**src/rtl/ps2_pkg.sv**
```systemverilog
// Shared PS/2 definitions: host-transmit FSM states, frame length,
// common command bytes and the frame builder.
package ps2_pkg;

    typedef enum logic [2:0] {
        IDLE,
        INHIBIT,
        RTS,
        WAIT_DEV,
        SHIFT,
        WAIT_IDLE
    } ps2_tx_state_e;

    localparam int FRAME_FALLS = 11;

    localparam logic [7:0] CMD_RESET    = 8'hFF;
    localparam logic [7:0] CMD_ENABLE   = 8'hF4;
    localparam logic [7:0] CMD_SET_RATE = 8'hF3;
    localparam logic [7:0] RESP_ACK     = 8'hFA;

    // {stop, odd parity, data}; bit 0 goes on the wire first.
    function automatic logic [9:0] ps2_frame(input logic [7:0] data);
        return {1'b1, ~^data, data};
    endfunction

    function automatic int max_int(input int a, input int b);
        return (a > b) ? a : b;
    endfunction

endpackage

```
**src/rtl/ps2_line_sync.sv**
```systemverilog
// Two-flop synchronizers for the raw PS/2 clock and data lines, plus a
// falling-edge strobe on the synchronized clock.
module ps2_line_sync (
    input  logic clk_i,
    input  logic reset_i,
    input  logic ps2_clk_i,
    input  logic ps2_data_i,
    output logic clk_sync_o,
    output logic data_sync_o,
    output logic clk_fall_o
);

    logic clk_meta_q, clk_sync_q, clk_prev_q;
    logic data_meta_q, data_sync_q;

    // Reset to the idle-high bus level so leaving reset never fakes an edge.
    always_ff @(posedge clk_i or posedge reset_i) begin
        if (reset_i) begin
            clk_meta_q  <= 1'b1;
            clk_sync_q  <= 1'b1;
            clk_prev_q  <= 1'b1;
            data_meta_q <= 1'b1;
            data_sync_q <= 1'b1;
        end else begin
            clk_meta_q  <= ps2_clk_i;
            clk_sync_q  <= clk_meta_q;
            clk_prev_q  <= clk_sync_q;
            data_meta_q <= ps2_data_i;
            data_sync_q <= data_meta_q;
        end
    end

    assign clk_sync_o  = clk_sync_q;
    assign data_sync_o = data_sync_q;
    assign clk_fall_o  = clk_prev_q & ~clk_sync_q;

endmodule

```
**src/rtl/ps2_host_tx.sv**
```systemverilog
// Host-to-device PS/2 transmitter: inhibits the bus, requests to send,
// shifts one command frame on device clock falls and reads the ACK bit.
module ps2_host_tx
    import ps2_pkg::*;
#(
    parameter int INHIBIT_CYCLES       = 10000,
    parameter int RTS_SETUP_CYCLES     = 100,
    parameter int START_TIMEOUT_CYCLES = 1500000,
    parameter int XFER_TIMEOUT_CYCLES  = 200000
) (
    input  logic       clk_i,
    input  logic       reset_i,
    input  logic [7:0] tx_data_i,
    input  logic       tx_start_i,
    input  logic       ps2_clk_i,
    input  logic       ps2_data_i,
    output logic       ps2_clk_oe_o,
    output logic       ps2_data_oe_o,
    output logic       busy_o,
    output logic       done_o,
    output logic       ack_err_o,
    output logic       timeout_o
);

    localparam int TIMER_MAX = max_int(max_int(INHIBIT_CYCLES, RTS_SETUP_CYCLES),
                                       max_int(START_TIMEOUT_CYCLES, XFER_TIMEOUT_CYCLES));
    localparam int TW = $clog2(TIMER_MAX + 1);

    localparam logic [TW-1:0] INHIBIT_LAST  = TW'(INHIBIT_CYCLES - 1);
    localparam logic [TW-1:0] RTS_LAST      = TW'(RTS_SETUP_CYCLES - 1);
    localparam logic [TW-1:0] START_LIMIT   = TW'(START_TIMEOUT_CYCLES);
    localparam logic [TW-1:0] XFER_LIMIT    = TW'(XFER_TIMEOUT_CYCLES);
    localparam logic [3:0]    LAST_DATA_CNT = 4'(FRAME_FALLS - 1);

    ps2_tx_state_e state_q, state_d;
    logic [TW-1:0] timer_q, timer_d;
    logic [3:0]    bit_cnt_q, bit_cnt_d;
    logic [9:0]    frame_q, frame_d;
    logic          ack_q, ack_d;
    logic          clk_oe_q, clk_oe_d;
    logic          data_oe_q, data_oe_d;

    logic clk_sync, data_sync, clk_fall;

    ps2_line_sync u_sync (
        .clk_i       (clk_i),
        .reset_i     (reset_i),
        .ps2_clk_i   (ps2_clk_i),
        .ps2_data_i  (ps2_data_i),
        .clk_sync_o  (clk_sync),
        .data_sync_o (data_sync),
        .clk_fall_o  (clk_fall)
    );

    always_ff @(posedge clk_i or posedge reset_i) begin
        if (reset_i) begin
            state_q   <= IDLE;
            timer_q   <= '0;
            bit_cnt_q <= '0;
            frame_q   <= '0;
            ack_q     <= 1'b0;
            clk_oe_q  <= 1'b0;
            data_oe_q <= 1'b0;
        end else begin
            state_q   <= state_d;
            timer_q   <= timer_d;
            bit_cnt_q <= bit_cnt_d;
            frame_q   <= frame_d;
            ack_q     <= ack_d;
            clk_oe_q  <= clk_oe_d;
            data_oe_q <= data_oe_d;
        end
    end

    always_comb begin
        state_d   = state_q;
        timer_d   = timer_q + TW'(1);
        bit_cnt_d = bit_cnt_q;
        frame_d   = frame_q;
        ack_d     = ack_q;
        clk_oe_d  = clk_oe_q;
        data_oe_d = data_oe_q;
        done_o    = 1'b0;
        ack_err_o = 1'b0;
        timeout_o = 1'b0;

        case (state_q)
            IDLE: begin
                timer_d = '0;
                if (tx_start_i) begin
                    frame_d   = ps2_frame(tx_data_i);
                    bit_cnt_d = '0;
                    ack_d     = 1'b0;
                    clk_oe_d  = 1'b1;
                    data_oe_d = 1'b0;
                    state_d   = INHIBIT;
                end
            end
            INHIBIT: begin
                if (timer_q == INHIBIT_LAST) begin
                    timer_d   = '0;
                    data_oe_d = 1'b1;
                    state_d   = RTS;
                end
            end
            RTS: begin
                if (timer_q == RTS_LAST) begin
                    timer_d  = '0;
                    clk_oe_d = 1'b0;
                    state_d  = WAIT_DEV;
                end
            end
            // Timeout is tested before the fall so it wins a same-cycle tie.
            WAIT_DEV: begin
                if (timer_q == START_LIMIT) begin
                    timeout_o = 1'b1;
                    clk_oe_d  = 1'b0;
                    data_oe_d = 1'b0;
                    timer_d   = '0;
                    state_d   = IDLE;
                end else if (clk_fall) begin
                    data_oe_d = ~frame_q[0];
                    frame_d   = {1'b0, frame_q[9:1]};
                    bit_cnt_d = 4'd1;
                    timer_d   = '0;
                    state_d   = SHIFT;
                end
            end
            SHIFT: begin
                if (timer_q == XFER_LIMIT) begin
                    timeout_o = 1'b1;
                    clk_oe_d  = 1'b0;
                    data_oe_d = 1'b0;
                    timer_d   = '0;
                    state_d   = IDLE;
                end else if (clk_fall) begin
                    if (bit_cnt_q == LAST_DATA_CNT) begin
                        ack_d     = data_sync;
                        bit_cnt_d = 4'(FRAME_FALLS);
                        state_d   = WAIT_IDLE;
                    end else begin
                        data_oe_d = ~frame_q[0];
                        frame_d   = {1'b0, frame_q[9:1]};
                        bit_cnt_d = bit_cnt_q + 4'd1;
                    end
                end
            end
            WAIT_IDLE: begin
                if (timer_q == XFER_LIMIT) begin
                    timeout_o = 1'b1;
                    clk_oe_d  = 1'b0;
                    data_oe_d = 1'b0;
                    timer_d   = '0;
                    state_d   = IDLE;
                end else if (clk_sync && data_sync) begin
                    done_o    = 1'b1;
                    ack_err_o = ack_q;
                    state_d   = IDLE;
                end
            end
            default: begin
                clk_oe_d  = 1'b0;
                data_oe_d = 1'b0;
                timer_d   = '0;
                state_d   = IDLE;
            end
        endcase
    end

    assign ps2_clk_oe_o  = clk_oe_q;
    assign ps2_data_oe_o = data_oe_q;
    assign busy_o        = (state_q != IDLE);

endmodule

```
**config.mk**
```make
export PLATFORM = sky130hd
export DESIGN_NAME = ps2_host_tx
export DESIGN_NICKNAME = d
export VERILOG_FILES = /design/src/rtl/ps2_pkg.sv /design/src/rtl/ps2_line_sync.sv /design/src/rtl/ps2_host_tx.sv
export SDC_FILE = /design/constraint.sdc
export NUM_CORES = 1
export LEC_CHECK = 0
export CAP_MARGIN = 20
export CORE_UTILIZATION = 50
export DETAILED_ROUTE_END_ITERATION = 16
export GPL_TIMING_DRIVEN = 0
export PLACE_DENSITY = 0.81
export SETUP_SLACK_MARGIN = 0.1
export SLEW_MARGIN = 20
export SYNTH_ARGS = -nofsm -noshare
export SYNTH_HDL_FRONTEND = slang
export SYNTH_HIERARCHICAL = 1
export SYNTH_SLANG_ARGS = --single-unit
```
**constraint.sdc**
```tcl
create_clock -name clk_i -period 2.2 [get_ports clk_i]
set_input_delay 0.44 -clock clk_i [delete_from_list [all_inputs] [get_ports clk_i]]
set_output_delay 0.44 -clock clk_i [all_outputs]
set_load 0.005 [all_outputs]
```
Word-level counts from Yosys, hierarchy flattened:

Cells that the tools add are included.

* reduce and logical (&&, ||, !) cells: 13
* equality and inequality tests: 27
* mux-type cells: 57
* add/subtract/negate cells: 2
* bitwise operators: 5

Operator list (number)
* two-way mux 21 bit: 5
* case mux 21 bit (4 select lines): 1
* two-way mux 10 bit: 6
* two-way mux 3 bit: 10
* case mux 10 bit (3 select lines): 1
* two-way mux 4 bit: 6
* two-way mux 1 bit: 22
* != test 2 bit, second input constant: 11
* adder 21 x 1 -> 21 bit, second input constant: 1
* == test 21 x 14 -> 1 bit, second input constant: 1
* == test 21 x 18 -> 1 bit, second input constant: 1
* == test 21 bit, second input constant: 1
* == test 21 x 7 -> 1 bit, second input constant: 1
* AND reduction 7 bit: 3
* case mux 3 bit (6 select lines): 1
* != test 3 bit, second input constant: 5
* case mux 4 bit (3 select lines): 1
* AND reduction 5 bit: 2
* XNOR reduction 8 bit: 1
* == test 3 x 2 -> 1 bit, second input constant: 2
* == test 3 bit, second input constant: 2
* case mux 1 bit (6 select lines): 1
* AND reduction 6 bit: 1
* nonzero test 3 bit: 2
* 12 further kinds: 16

* output and inout bits: 6
* logic and storage cells: 116
* register bits: 46

Longest topological paths before layout:

Gate-level depths: netlist (run 1).

* word-level depth: 5
* gate-level depth with buffers: 9
* gate-level depth less buffers: 8

Modules after synthesis:

Netlist (run 1), hierarchy kept.

Modules (own cells, without submodules)
* ps2_host_tx: sequential area each 1026.0 um2, area an instance 2436.1 um2, times used 1, cells an instance 264
* ps2_line_sync: sequential area each 131.4 um2, area an instance 148.9 um2, times used 1, cells an instance 7

Worst setup path after synthesis (run 1):

OpenSTA, ideal clock, no wires.

* kind: register to register
* start: reg timer_q[9]
* end: reg clk_oe_q, in the netlist ps2_clk_oe_o
* required time: 2072 ps
* buffers on the path: 1
* setup slack: -109 ps
* cell stages (with the launch flop): 8
* period minus slack after synthesis: 2309 ps
* arrival: 2182 ps
* cells stage by stage: dfrtp_1 -> buf_6 -> or4_4 -> nor4_4 -> nand3_2 -> a21o_1 -> nor3_2 -> mux2_1

* cells in the longest elaborated chain, start to end: 3
* elaborated cells on any way between the ends: 7

Ends and longest elaborated chain
* from (decl): line ps2_host_tx.sv:36 `logic [TW-1:0] timer_q, timer_d;`
* from (signal assigned): line ps2_host_tx.sv:66 `timer_q <= timer_d;`
* == test 21 bit, or another cell as far along: line ps2_host_tx.sv:115 `if (timer_q == START_LIMIT) begin`
* != test 2 bit (no source line) / != test 2 x 1 -> 1 bit (equally long branches)
* AND reduction 5 bit (no source line) *
* to (signal assigned): line ps2_host_tx.sv:70 `clk_oe_q <= clk_oe_d;`
* to (decl): line ps2_host_tx.sv:40 `logic clk_oe_q, clk_oe_d;`

Every way passes the cells marked *; elsewhere a longest branch is shown, timed or not.
A chain may end at the register's enable or synchronous reset.

Final worst setup path (run 1):

* start: reg timer_q[19]
* end: out ack_err_o

* cells in the longest elaborated chain, start to end: 3

Ends and longest elaborated chain
* == test 21 x 18 -> 1 bit: line ps2_host_tx.sv:149 `if (timer_q == XFER_LIMIT) begin`
* two-way mux 1 bit: line ps2_host_tx.sv:149
* two-way mux 1 bit: line ps2_host_tx.sv:87 `case (state_q)`
* to (decl): line ps2_host_tx.sv:21 `output logic ack_err_o,`

No other way between the ends.

==> results list, run 1 <==
* Vert. Die Dim: 73.9 um
* Level count of the clock H-tree: 2
* Final Cycle Share: 117%
- Summed over all layers, the global routing overflow is 0.
- The number of antenna violations at the first check in global routing was 0.
* Slew at the pin closest to its max-slew limit: 771 ps
* Via count of the first global-routing pass: 2274
- The run finished, with violations left.
- Die outline width: 73.9 um
- Ranked by instance count, the synthesized netlist is headed by 41 x sky130_fd_sc_hd__dfrtp_1, 35 x sky130_fd_sc_hd__nor2_1, 20 x sky130_fd_sc_hd__nand2_1.
- Max Clock Freq: just under 400 MHz
- The top cell type by area accounts for 39.7% of the synthesized area.
- At the end of routability-driven placement, the weighted congestion stood at 0.857.
- Summing every instance area after synthesis gives about 2600 sq um.
- Count of mapped cells out of synthesis: between 200 and 300
* Net count of the mapped netlist: approximately 290
- Dividing total power by cell area gives a power density of 1120 nW/um^2.
- Across the VDD grid, the largest voltage drop is approximately 0.91 mV.
* Post-synth ARST share: between 90% and 100%
- Initial drt markers: approximately 180
- Library cell with the largest summed area after synthesis: sky130_fd_sc_hd__dfrtp_1
- The wire-length estimate of the detail-placed layout is slightly above 4000 um.
- Violated checks: negative setup slack
- After clock tree synthesis, the clock-pin slew on the worst setup and hold paths is 90 ps.
- Net switching power: 0.00161 W
- The number of antenna diodes in the final layout is 0.
* Router iterations before antenna repair: 5
- Number of design rule violations left after detail routing: 0
* Tightest Hold Check Type: reg -> reg
* Cell area reported after detailed placement: around 2900 sq um
- In this run switching power makes up about two fifths of total power.
- Aggregate global-route resource usage: a little over a quarter
- Cell-internal power: around 0.0022 W
- Max-slew violations: 0
* Path type of the worst setup path: reg -> out
- Routed Antenna Nets: 0
- RSZ-0062 raised after global routing: true
- Overall via count from detail_route: about 2400
* Data required, critical path: between 1500 and 2000 ps
* Pin count of the biggest net entering global routing: 25
- Row Count: 25
* Final-stage net count: 342
- The tightest hold path in the finished design has a slack of 360 ps.
- Largest buffer count on any clock path: 2
- The area growth from synthesis to layout is 32.5%.
- Critical path capture point type: output port
- Final Hold Violating Endpoints: 0
* Synth cell types: 52
- Num ports: 19
* Biggest area contributors in the synthesized netlist: sky130_fd_sc_hd__dfrtp_1 40%, sky130_fd_sc_hd__xnor2_1 5.4%, sky130_fd_sc_hd__dfstp_2 5.1%
- Synthesis warning total: 6
* Flip-flop and latch count after synthesis: 46
- The clock network accounts for approximately 14% of the total power.
- Wire length of the first global-routing pass: around 11000 um
* Clock tree from TritonCTS: done
- Number of input and output port buffers inserted: 18
- The die covers ~5500 sq um.
- The average instance in the mapped netlist occupies between 9 and 10 sq um.
* Data arrival, critical path: roughly 2100 ps
* Reported max-cap violation count: 0
* Sequential Power Share: a little under a third
- Crit Path Max Fanout: 3
- Tightest slew margin relative to the limit: 48.2%
- TritonCTS Sinks: 46
* Tmin final: about 2600 ps
- Clock root buffer master: sky130_fd_sc_hd__clkbuf_8
* Hold-fix buffers, CTS: 0
- Setup violations remaining at the end of the flow were counted as 38.
- By instance count, the leading cell after synthesis is sky130_fd_sc_hd__dfrtp_1.
- The finished cells cover around 3400 sq um.
- Starting Density: between 50% and 60%
- In the synthesized netlist the dominant register cell turns out to be sky130_fd_sc_hd__dfrtp_1.
* Part of the power in combinational logic: 54.0%
- In the final routed layout, each cell accounts on average for approximately 18 um.
- Later-pin clock latency in the skew report: 310 ps
- The total area inside the core boundary comes to between 4000 and 5000 sq um.
* Worst-case clock skew: approximately 6.3 ps
- Layout cell share with drive strength beyond 1: around a third
- Count of filler cells inserted in the layout: 342
- Wirelength, routed: around 7000 um
* Number of synthesized flops with an enable pin: 0
- Setup Slack @ Placement: -608 ps
- In the routed layout, each cell is associated on average with a via count of approximately 6.0.
* Number of buffers created by CTS: 5
- Share of the yosys chip area belonging to registers: 44.8%
- Leakage power summed over all cells: between 1 and 1.5 nW
* Power after layout: between 0.003 and 0.004 W
- Once routing completed, OpenROAD measured the worst setup slack at -374 ps.
* Worst setup SP type: flip-flop
==> cells by family (layout without fill, tap and decap cells) <==
logic type,count (synthesis),after routing,synth area share (%)
simple gates,118,118,25.4
flops,46,46,44.8
compound gates,43,43,10.7
xor+xnor,26,26,8.81
buf+inv,22,77,3.63
mux,12,12,4.79
fa+ha+maj,4,4,1.94
==> registers in the layout, summed over array words and instances (netlist names) <==
signal              cells
ps2_clk_oe_o            1
u_sync/clk_prev_q       1
u_sync/data_meta_q      1
u_sync/clk_meta_q       1
state_q                 3
ps2_data_oe_o           1
bit_cnt_q               4
frame_q                10
timer_q                21
u_sync/data_sync_o      1
ack_q                   1
u_sync/clk_sync_o       1
==> layout make-up <==
cell class | instances | area (sq um) | share of cell area, %
clock buffer | 5 | 68.8 | 2.01
tap | 67 | 83.8 | 2.45
buffer | 8 | 65.1 | 1.90
timing repair buffer | 48 | 443 | 12.9
clock inverter | 3 | 25.0 | 0.730
inverter | 13 | 48.8 | 1.42
multi-input combinational | 203 | 1530 | 44.6
sequential | 46 | 1160 | 33.9
==> placed cells by master, fill, tap and decap left out, types with 6 or more instances in the layout <==
cell type | synthesis | final
sky130_fd_sc_hd__nand4_1 | 8 | 8
sky130_fd_sc_hd__xor2_1 | 10 | 10
sky130_fd_sc_hd__buf_4 | 0 | 20
sky130_fd_sc_hd__dfrtp_1 | 41 | 37
sky130_fd_sc_hd__nor2_1 | 35 | 17
sky130_fd_sc_hd__o21ai_0 | 14 | 12
sky130_fd_sc_hd__buf_6 | 1 | 14
sky130_fd_sc_hd__xnor2_1 | 16 | 16
sky130_fd_sc_hd__nor2_2 | 0 | 17
sky130_fd_sc_hd__a21oi_1 | 7 | 6
sky130_fd_sc_hd__mux2i_1 | 9 | 9
sky130_fd_sc_hd__clkdlybuf4s50_1 | 0 | 15
sky130_fd_sc_hd__inv_1 | 13 | 12
sky130_fd_sc_hd__nand2_1 | 20 | 19
sky130_fd_sc_hd__nand3_1 | 11 | 11
==> worst paths after layout <==
| kind | depth (start not counted) | slack, ps | endpoint | startpoint |
|---|---|---|---|---|
| max in group asynchronous | 3 | 1260 | timer_q[2] | reset_i |
| min in group asynchronous | 2 | 470 | frame_q[2] | reset_i |
| max reg2reg | 8 | -300 | ps2_data_oe_o | timer_q[19] |
| max | 6 | -370 | ack_err_o | timer_q[19] |
| min reg2reg | 0 | 360 | u_sync/clk_sync_o | u_sync/clk_meta_q |
| min | 0 | 360 | u_sync/clk_sync_o | u_sync/clk_meta_q |
==> metrics by stage <==
step                setup TNS [ps]  util [%]  instances
global placement             -9210      59.0        356
CTS                          -5230      69.4        392
detailed placement           -6240      59.5        357
floorplan                     -109         -        271
finish                       -6660      70.7        393
global route                 -9750      70.7        393
==> worst max-delay path: stages (launching register included) <==
cell and delay, ps:
sky130_fd_sc_hd__dfrtp_1 410, sky130_fd_sc_hd__or4_4 560, sky130_fd_sc_hd__nor4_4 340, sky130_fd_sc_hd__nand3_4 110, sky130_fd_sc_hd__and3_4 170, sky130_fd_sc_hd__and2_4 130, sky130_fd_sc_hd__buf_6 100
==> metal layers <==
metal | up-vias | global-route usage (%) | part of all wire, %
li1 | 1056 | - | -
met2 | 131 | 40.5 | 47
met3 | 29 | 4.39 | 6.5
met4 | 0 | 12.4 | 2.6
met1 | 1152 | 37.1 | 44
met5 | - | 0 | 0
==> power by group through the flow <==
stage / logic [W] / clock network (W) / registers [W]
global placement: 0.00131 / 0 / 0.00120
CTS: 0.00187 / 0.000560 / 0.00118
floorplan: 0.00101 / 0 / 0.00117
detailed placement: 0.00136 / 0 / 0.00120
finish: 0.00208 / 0.000554 / 0.00121
global route: 0.00220 / 0.000595 / 0.00123
==> timing repair <==
action | in CTS | in global routing
cloned | 2 | 2
setup endpoints to repair | 42 | 44
resized for setup | 64 | 26
pin swaps | 36 | 11
buffers inserted | 26 | 4
Power figures use the tool's default switching activity.
==> run 2, diff against run 1 <==
--- a/config.mk
+++ b/config.mk
@@ -6,9 +6,10 @@
 export NUM_CORES = 1
 export LEC_CHECK = 0
 export CAP_MARGIN = 20
+export CORE_MARGIN = 2
 export CORE_UTILIZATION = 50
 export DETAILED_ROUTE_END_ITERATION = 16
-export GPL_TIMING_DRIVEN = 0
+export HOLD_SLACK_MARGIN = 0.02
 export PLACE_DENSITY = 0.81
 export SETUP_SLACK_MARGIN = 0.1
 export SLEW_MARGIN = 20
==> results list, run 2 (synthesis results as in run 1) <==
* Outcome: complete, but fails checks
* Violated checks: negative setup slack
- The data required time of the critical path was 2400 ps (+640 ps).
- Most used cell along the critical path: sky130_fd_sc_hd__buf_6
- TritonCTS built the clock tree.
- The worst register-to-register path ends at ps2_clk_oe_o.
* Number of buffers created by CTS: 5 (unchanged)
* RSZ-0062 raised after global routing: true
* WL per Instance: 21.0 um (+18%)
* Cell area reported after detailed placement: 3160 sq um (+9.6%)
- Number of antenna violations at the first check in global routing: 0 (unchanged)
- Number of cells traversed by the worst hold path: 0 (unchanged)
- The number of slew-limit violations in the final report was 0 (unchanged).
- The startpoint identified for the worst register-to-register timing path is timer_q[15].
- The number of buffers on the longest clock path is 2 (unchanged).
- The die outline width is 75.9 um (+2.7%).
- Antenna diode instance count: 0 (unchanged)
- Largest stage delay on the critical path: 570 ps (about the same)
* Setup Slack @ Placement: -462 ps (+146 ps)
- The met1 track demand over resource in global routing was 35.6% (-1.5 points).
- Final setup vio count: 43 (+13%)
- The slowest stage of the critical path belongs to the cell sky130_fd_sc_hd__or4_4.
- Wire length of the first global-routing pass: 13000 um (+20%)
* Path type of the worst setup path: reg -> reg
- Largest vdd supply drop: 0.804 mV (-11%)
- The number of fill cells was 308 (-9.9%).
- The final setup slack of the worst path was -484 ps (-111 ps).
* Total grt overflow: 0 (unchanged)
- Level count of the clock H-tree: 2 (unchanged)
- The count of input and output buffers came to 18 (unchanged).
- The fmax is 373 MHz (-4.1%).
* Area delta synth->final: 42.2%
* Placeable core region: 5040 sq um (+4.0%)
* TritonCTS Sinks: 46 (unchanged)
- Area of all placed cells without fillers: 3670 sq um (+7.3%)
- The clock insertion delay at the later pin of the skew report is 310 ps (about the same).
* Critical path capture point type: flip-flop
- The area of the die came to 5760 sq um (+5.5%).
- Worst-case clock skew: 6.19 ps (-0.148 ps)
- The count of buffering cells on the critical path with inverters included came to 3 (+2).
* Beginning of the worst hold path: u_sync/data_meta_q
- The signal arrival time at the worst endpoint came to 2880 ps (+750 ps).
- Largest register FFs: 21 (unchanged)
* Overall via count from detail_route: 2533 (+7.0%)
* Endpoint of the worst hold-timing path: u_sync/data_sync_o
- The clock period minus worst slack came to 2680 ps (+111 ps).
- Tightest slew margin relative to the limit: 51.1% (+2.9 points)
- The number of placed I/O pins is 19 (unchanged).
* Clock root buffer master: sky130_fd_sc_hd__clkbuf_8
* Crit Path Max Fanout: 2 (-1)
- The final cell count without fillers came to 420 (+6.9%).
- The largest registers in the layout are timer_q: 21 flops, frame_q: 10 flops, bit_cnt_q: 4 flops.
- Slew at the pin closest to its max-slew limit: 728 ps (-43.1 ps)
- The number of failing hold endpoints at the final stage was 0 (unchanged).
- Most used routing layer: met2
- The power density over cell area was 1100 nW/um^2 (-2.2%).
* Starting Density: 51.3% (-2.1 points)
* Layout cell share with drive strength beyond 1: 34.6% (+1.7 points)
- Detailed Place HPWL: 4610 um (+14%)
* Router iterations before antenna repair: 8 (+3)
* Category of cells accounting for the largest share of critical-path delay: simple AND/OR/NAND/NOR gates
- The height of the die came to 75.9 um (+2.7%).
* Final Cycle Share: 122% (+5.0 points)
- Initial drt markers: 292 (+66%)
* Leading cell type in the layout, fill and taps excluded: sky130_fd_sc_hd__buf_4
* Number of design rule violations left after detail routing: 0 (unchanged)
- Pin count of the biggest net entering global routing: 42 (+68%)
- The number of nets with antenna violations after detailed routing was 0 (unchanged).
* Via count of the first global-routing pass: 2639 (+16%)
- The placed cell count is 394 (+10%).
- The total track usage came to 28.3% (+1.7 points).
- The path class of the tightest hold or removal check is reg -> reg.
- The final net count is 366 (+7.0%).
- Ranked by flip-flop count, first place goes to timer_q.
* Cells traversed along the worst timing path: or4_4 -> nor4_4 -> nand3_2 -> buf_6 -> buf_6 -> buf_6 -> a21o_4 -> nor3_4 -> mux2_4
- STA classifies the critical path startpoint as a flip-flop.
* Worst reg2reg path depth: 9 (+1)
- Worst hold margin: 366 ps (+5.82 ps)
- Power after layout: 0.00404 W (+4.9%)
- Register-to-register setup slack: -480 ps (-180 ps)
* Wirelength, routed: 8800 um (+26%)
- Via density: 6.03 (about the same)
- Met2 demand-to-capacity share in global routing: 48.6% (+8.1 points)
- The number of placement rows came to 26 (+4.0%).
- The total leakage power was 1.62 nW (+13%).
- Most frequent cells in the layout: 49 x sky130_fd_sc_hd__buf_4, 40 x sky130_fd_sc_hd__dfrtp_1, 35 x sky130_fd_sc_hd__nor2_1, 16 x sky130_fd_sc_hd__xnor2_1, 15 x sky130_fd_sc_hd__clkdlybuf4s50_1
- The routing usage on met3 came to 3.93% (-0.46 points).
- Reg clk slew, reported paths: 90 ps (about the same)
* Reported max-cap violation count: 0 (unchanged)
- The final RePlAce weighted congestion was 1.00 (+17%).
-- run 2: cell types whose count changed in the layout (fill, tap and decap cells not counted), moves of 4 or more --
cell                       delta
sky130_fd_sc_hd__buf_4       +29
sky130_fd_sc_hd__nor2_1      +18
sky130_fd_sc_hd__nor2_2      -17
sky130_fd_sc_hd__nand2_1      -9
sky130_fd_sc_hd__o21ai_0      -9
sky130_fd_sc_hd__nand2_2      +6
sky130_fd_sc_hd__buf_6        -5
sky130_fd_sc_hd__o21ai_1      +5
sky130_fd_sc_hd__clkbuf_2     -4
sky130_fd_sc_hd__o21ai_2      +4
-- run 2: per-stage QoR --
step,setup TNS [ps],utilization [%]
floorplan,-109,-
global placement,-2300,62.7
detailed placement,-4860,62.7
CTS,-7490,70.2
global route,-15140,72.9
finish,-11550,72.9
-- run 2: layout make-up --
type	instances	area (sq um)	share of cell area [%]
Clock inverter	3	25.0	0.681
Inverter	13	48.8	1.33
Sequential cell	46	1160	31.5
Timing Repair Buffer	80	759	20.7
Clock buffer	5	68.8	1.87
Tap cell	70	87.6	2.38
Multi-Input combinational cell	203	1530	41.5
-- run 2: how the worst max path moves through the flow --
stage,start,to,slack [ps],cells after the start
floorplan,timer_q[15],state_q[0],-60,6
global placement,timer_q[11],timeout_o,-440,5
detailed placement,timer_q[7],timeout_o,-460,5
CTS,timer_q[2],ps2_clk_oe_o,-380,9
global route,timer_q[15],ps2_clk_oe_o,-560,9
finish,timer_q[15],ps2_clk_oe_o,-480,9
-- run 2: repair_timing --
action                     CTS  global route
gates cloned                 2             1
setup endpoints to repair   42            44
gates resized for setup     59            17
hold buffers                 0             0
pin swaps                   19             8
buffers inserted            13             5
-- run 2: metal layers --
layer | share of wire [%] | vias to the layer above
met5 | 0 | -
met1 | 39 | 1255
li1 | - | 1102
met2 | 50 | 132
met3 | 6.1 | 44
met4 | 4.9 | 0
-- run 2: power breakdown --
| group | total [W] | switching (W) | internal (W) |
|---|---|---|---|
| Sequential | 0.00126 | 0.000211 | 0.00105 |
| Clock | 0.000557 | 0.000327 | 0.000230 |
| Combinational | 0.00222 | 0.00113 | 0.00109 |
==> run 3, diff against run 2 <==
--- a/config.mk
+++ b/config.mk
@@ -6,7 +6,6 @@
 export NUM_CORES = 1
 export LEC_CHECK = 0
 export CAP_MARGIN = 20
-export CORE_MARGIN = 2
 export CORE_UTILIZATION = 50
 export DETAILED_ROUTE_END_ITERATION = 16
 export HOLD_SLACK_MARGIN = 0.02
==> results list, run 3 (synthesis results as in run 1) <==
* Outcome: complete, but fails checks
* Violated checks: negative setup slack
- The critical path is of the reg -> out type.
* Cells traversed along the worst timing path: buf_4 -> nor4bb_2 -> or4b_4 -> o22ai_4 -> buf_2
- The total track usage came to 28.7% (+0.40 points).
* WL per Instance: 21.3 um (+1.5%)
* Final setup vio count: 39 (-9.3%)
- In this run the most critical hold path is launched from u_sync/clk_meta_q.
- The detailed router's first-iteration violation count came to 397 (+36%).
* Final Cycle Share: 119% (-2.8 points)
* Standard cell with the maximum stage delay on the critical path: sky130_fd_sc_hd__or4b_4
- Number of cells traversed by the worst hold path: 0 (unchanged)
- The library cells used most frequently in the layout, excluding fill and tap cells, are 46 x sky130_fd_sc_hd__buf_4, 39 x sky130_fd_sc_hd__dfrtp_1, 21 x sky130_fd_sc_hd__nor2_1, 16 x sky130_fd_sc_hd__xnor2_1, 15 x sky130_fd_sc_hd__clkdlybuf4s50_1.
- The worst register-to-register path begins at timer_q[19].
- The total half-perimeter wirelength after legalization and detailed placement is 4440 um (-3.7%).
- Crit Path Max Fanout: 2 (unchanged)
- Later-pin clock latency in the skew report: 310 ps (about the same)
- Global placer's final weighted congestion: 0.910 (-9.1%)
* Leading cell type in the layout, fill and taps excluded: sky130_fd_sc_hd__buf_4
* Tightest slew margin relative to the limit: 62.8% (+12 points)
- Number of buffers created by CTS: 5 (unchanged)
- Met2 demand-to-capacity share in global routing: 45.7% (-2.9 points)
- Hold-fix buffers, CTS: 0 (unchanged)
- Reported max-cap violation count: 0 (unchanged)
- Placeable core region: 4850 sq um (-3.8%)
- The first-pass GRT wire length was 11600 um (-10%).
- The height of the die was 73.9 um (-2.6%).
* Final-stage net count: 361 (-1.4%)
- TritonCTS Sinks: 46 (unchanged)
* Sequential cell area in the final layout: 1160 sq um (+0.11%)
- The number of buffers on the longest clock path came to 2 (unchanged).
* Data arrival, critical path: 2180 ps (-700 ps)
- Registers with the highest flip-flop counts: timer_q: 21 flops, frame_q: 10 flops, bit_cnt_q: 4 flops
- Tightest Hold Check Type: reg -> reg
- The count of inserted antenna diode cells is 0 (unchanged).
* Area of all placed cells without fillers: 3780 sq um (+2.9%)
- In this run the critical register-to-register path is captured at ps2_clk_oe_o.
- Pin count of the biggest net entering global routing: 42 (unchanged)
- The ratio of routed vias to standard cells is 6.33 (+5.0%).
- Tmin final: 2620 ps (-62.3 ps)
- TritonCTS built the clock tree.
- Setup repair after global routing could not meet its margin everywhere.
- Endpoint of the worst hold-timing path: u_sync/clk_sync_o
- Routed Antenna Nets: 0 (unchanged)
- The number of placed I/O pins came to 19 (unchanged).
- Clock root buffer master: sky130_fd_sc_hd__clkbuf_8
* Largest vdd supply drop: 0.749 mV (-6.9%)
- The residual overflow from global routing is 0 (unchanged).
* Row Count: 25 (-3.8%)
- Critical path capture point type: output port
* Slew at the pin closest to its max-slew limit: 553 ps (-174 ps)
* Largest register FFs: 21 (unchanged)
- Largest register by flop count: timer_q
* Global-route track usage on met1: 37.3% (+1.6 points)
* Cell Pwr Density: 1180 nW/um^2 (+7.3%)
* Area delta synth->final: 46.2%
- Router iterations before antenna repair: 5 (-3)
- Reg clk slew, reported paths: 100 ps (about the same)
- The maximum cell stage delay along the critical path came to 540 ps (-30 ps).
* Wirelength, routed: 8760 um (-0.44%)
- The total leakage power was 1.61 nW (-0.44%).
- The count of input and output buffers was 18 (unchanged).
- Number of design rule violations left after detail routing: 0 (unchanged)
* Number of antenna violations at the first check in global routing: 0 (unchanged)
* Via count of the first global-routing pass: 2359 (-11%)
- Area used by multi-input combinational logic: 1650 sq um (+8.2%)
* Met3 Resource Use GR: 6.17% (+2.2 points)
- The maximum clock skew at final layout was 9.78 ps (+3.59 ps).
* Data required, critical path: 1760 ps (-640 ps)
- Cell area reported after detailed placement: 3150 sq um (-0.36%)
- STA classifies the critical path startpoint as a flip-flop.
- The register-to-register path setup slack was -350 ps (+130 ps).
* Final Hold Violating Endpoints: 0 (unchanged)
- In this run the most used layer during global routing was met2.
- Count of filler cells inserted in the layout: 254 (-18%)
- Final setup margin: -422 ps (+62.3 ps)
- The number of slew-limit violations in the final report came to 0 (unchanged).
* Power after layout: 0.00446 W (+10%)
- The area of the die is 5460 sq um (-5.2%).
* Overall via count from detail_route: 2608 (+3.0%)
- The worst reg2reg path depth was 8 (-1).
- The fmax is 381 MHz (+2.4%).
- Worst setup path startpoint: timer_q[20]
- Worst hold margin: 362 ps (-3.78 ps)
- Layout cell share with drive strength beyond 1: 39.1% (+4.6 points)
- Level count of the clock H-tree: 2 (unchanged)
- The initial core utilization is 53.3% (+2.1 points).
- The die outline width was 73.9 um (-2.6%).
## run 3: cell count changes in the layout (fill, tap and decap cells not counted), moves of 3 or more
cell	delta
sky130_fd_sc_hd__nor2_4	+12
sky130_fd_sc_hd__o21ai_1	-3
sky130_fd_sc_hd__o21ai_2	+4
sky130_fd_sc_hd__buf_6	-3
sky130_fd_sc_hd__nor2_1	-14
sky130_fd_sc_hd__buf_4	-3
sky130_fd_sc_hd__nand2_2	-3
## run 3: through the flow
step	setup WS [ps]	cells	utilization [%]	TNS, ps
4_1_cts	-283	407	71.9	-3680
3_3_place_gp	-481	390	64.9	-2670
6_report	-422	412	78.0	-6840
3_5_place_dp	-541	390	64.9	-3240
2_1_floorplan	-55.8	271	-	-109
5_1_grt	-467	412	78.0	-8530
## run 3: timing repair
action,CTS,global route
gates resized for setup,40,65
setup endpoints to repair,42,44
setup buffers,9,4
pin swaps,19,33
cloned,1,4
## run 3: worst max path at each step
stage	end	slack (ps)	depth (start not counted)
floorplan	state_q[0]	-60	6
global placement	timeout_o	-480	5
detailed placement	timeout_o	-540	5
CTS	timeout_o	-280	5
global route	timeout_o	-470	5
finish	timeout_o	-420	5
## run 3: area by class of cell
cell class / count / share of cell area [%]
multi-input combinational: 203 / 43.7
sequential: 46 / 30.7
timing repair buffer: 75 / 19.0
tap: 67 / 2.22
clock buffer: 5 / 1.82
clock inverter: 3 / 1.29
inverter: 13 / 1.29
## run 3: where the power goes
group	internal (W)	switching, W
logic	0.00123	0.00128
registers	0.00105	0.000226
clock network	0.000347	0.000325
total	0.00262	0.00183
## run 3: layer usage
metal | up-vias | part of all wire, %
met5 | - | 0
met4 | 0 | 5.0
met3 | 44 | 8.5
met2 | 198 | 48
met1 | 1258 | 38
li1 | 1108 | -
## run 3: worst max-delay path: cells and delay by family, from the launching register on
| kind | cells | cell delay [ps] |
|---|---|---|
| buf+inv | 2 | 290 |
| simple gates | 2 | 1000 |
| compound gates | 1 | 210 |
| flops | 1 | 380 |
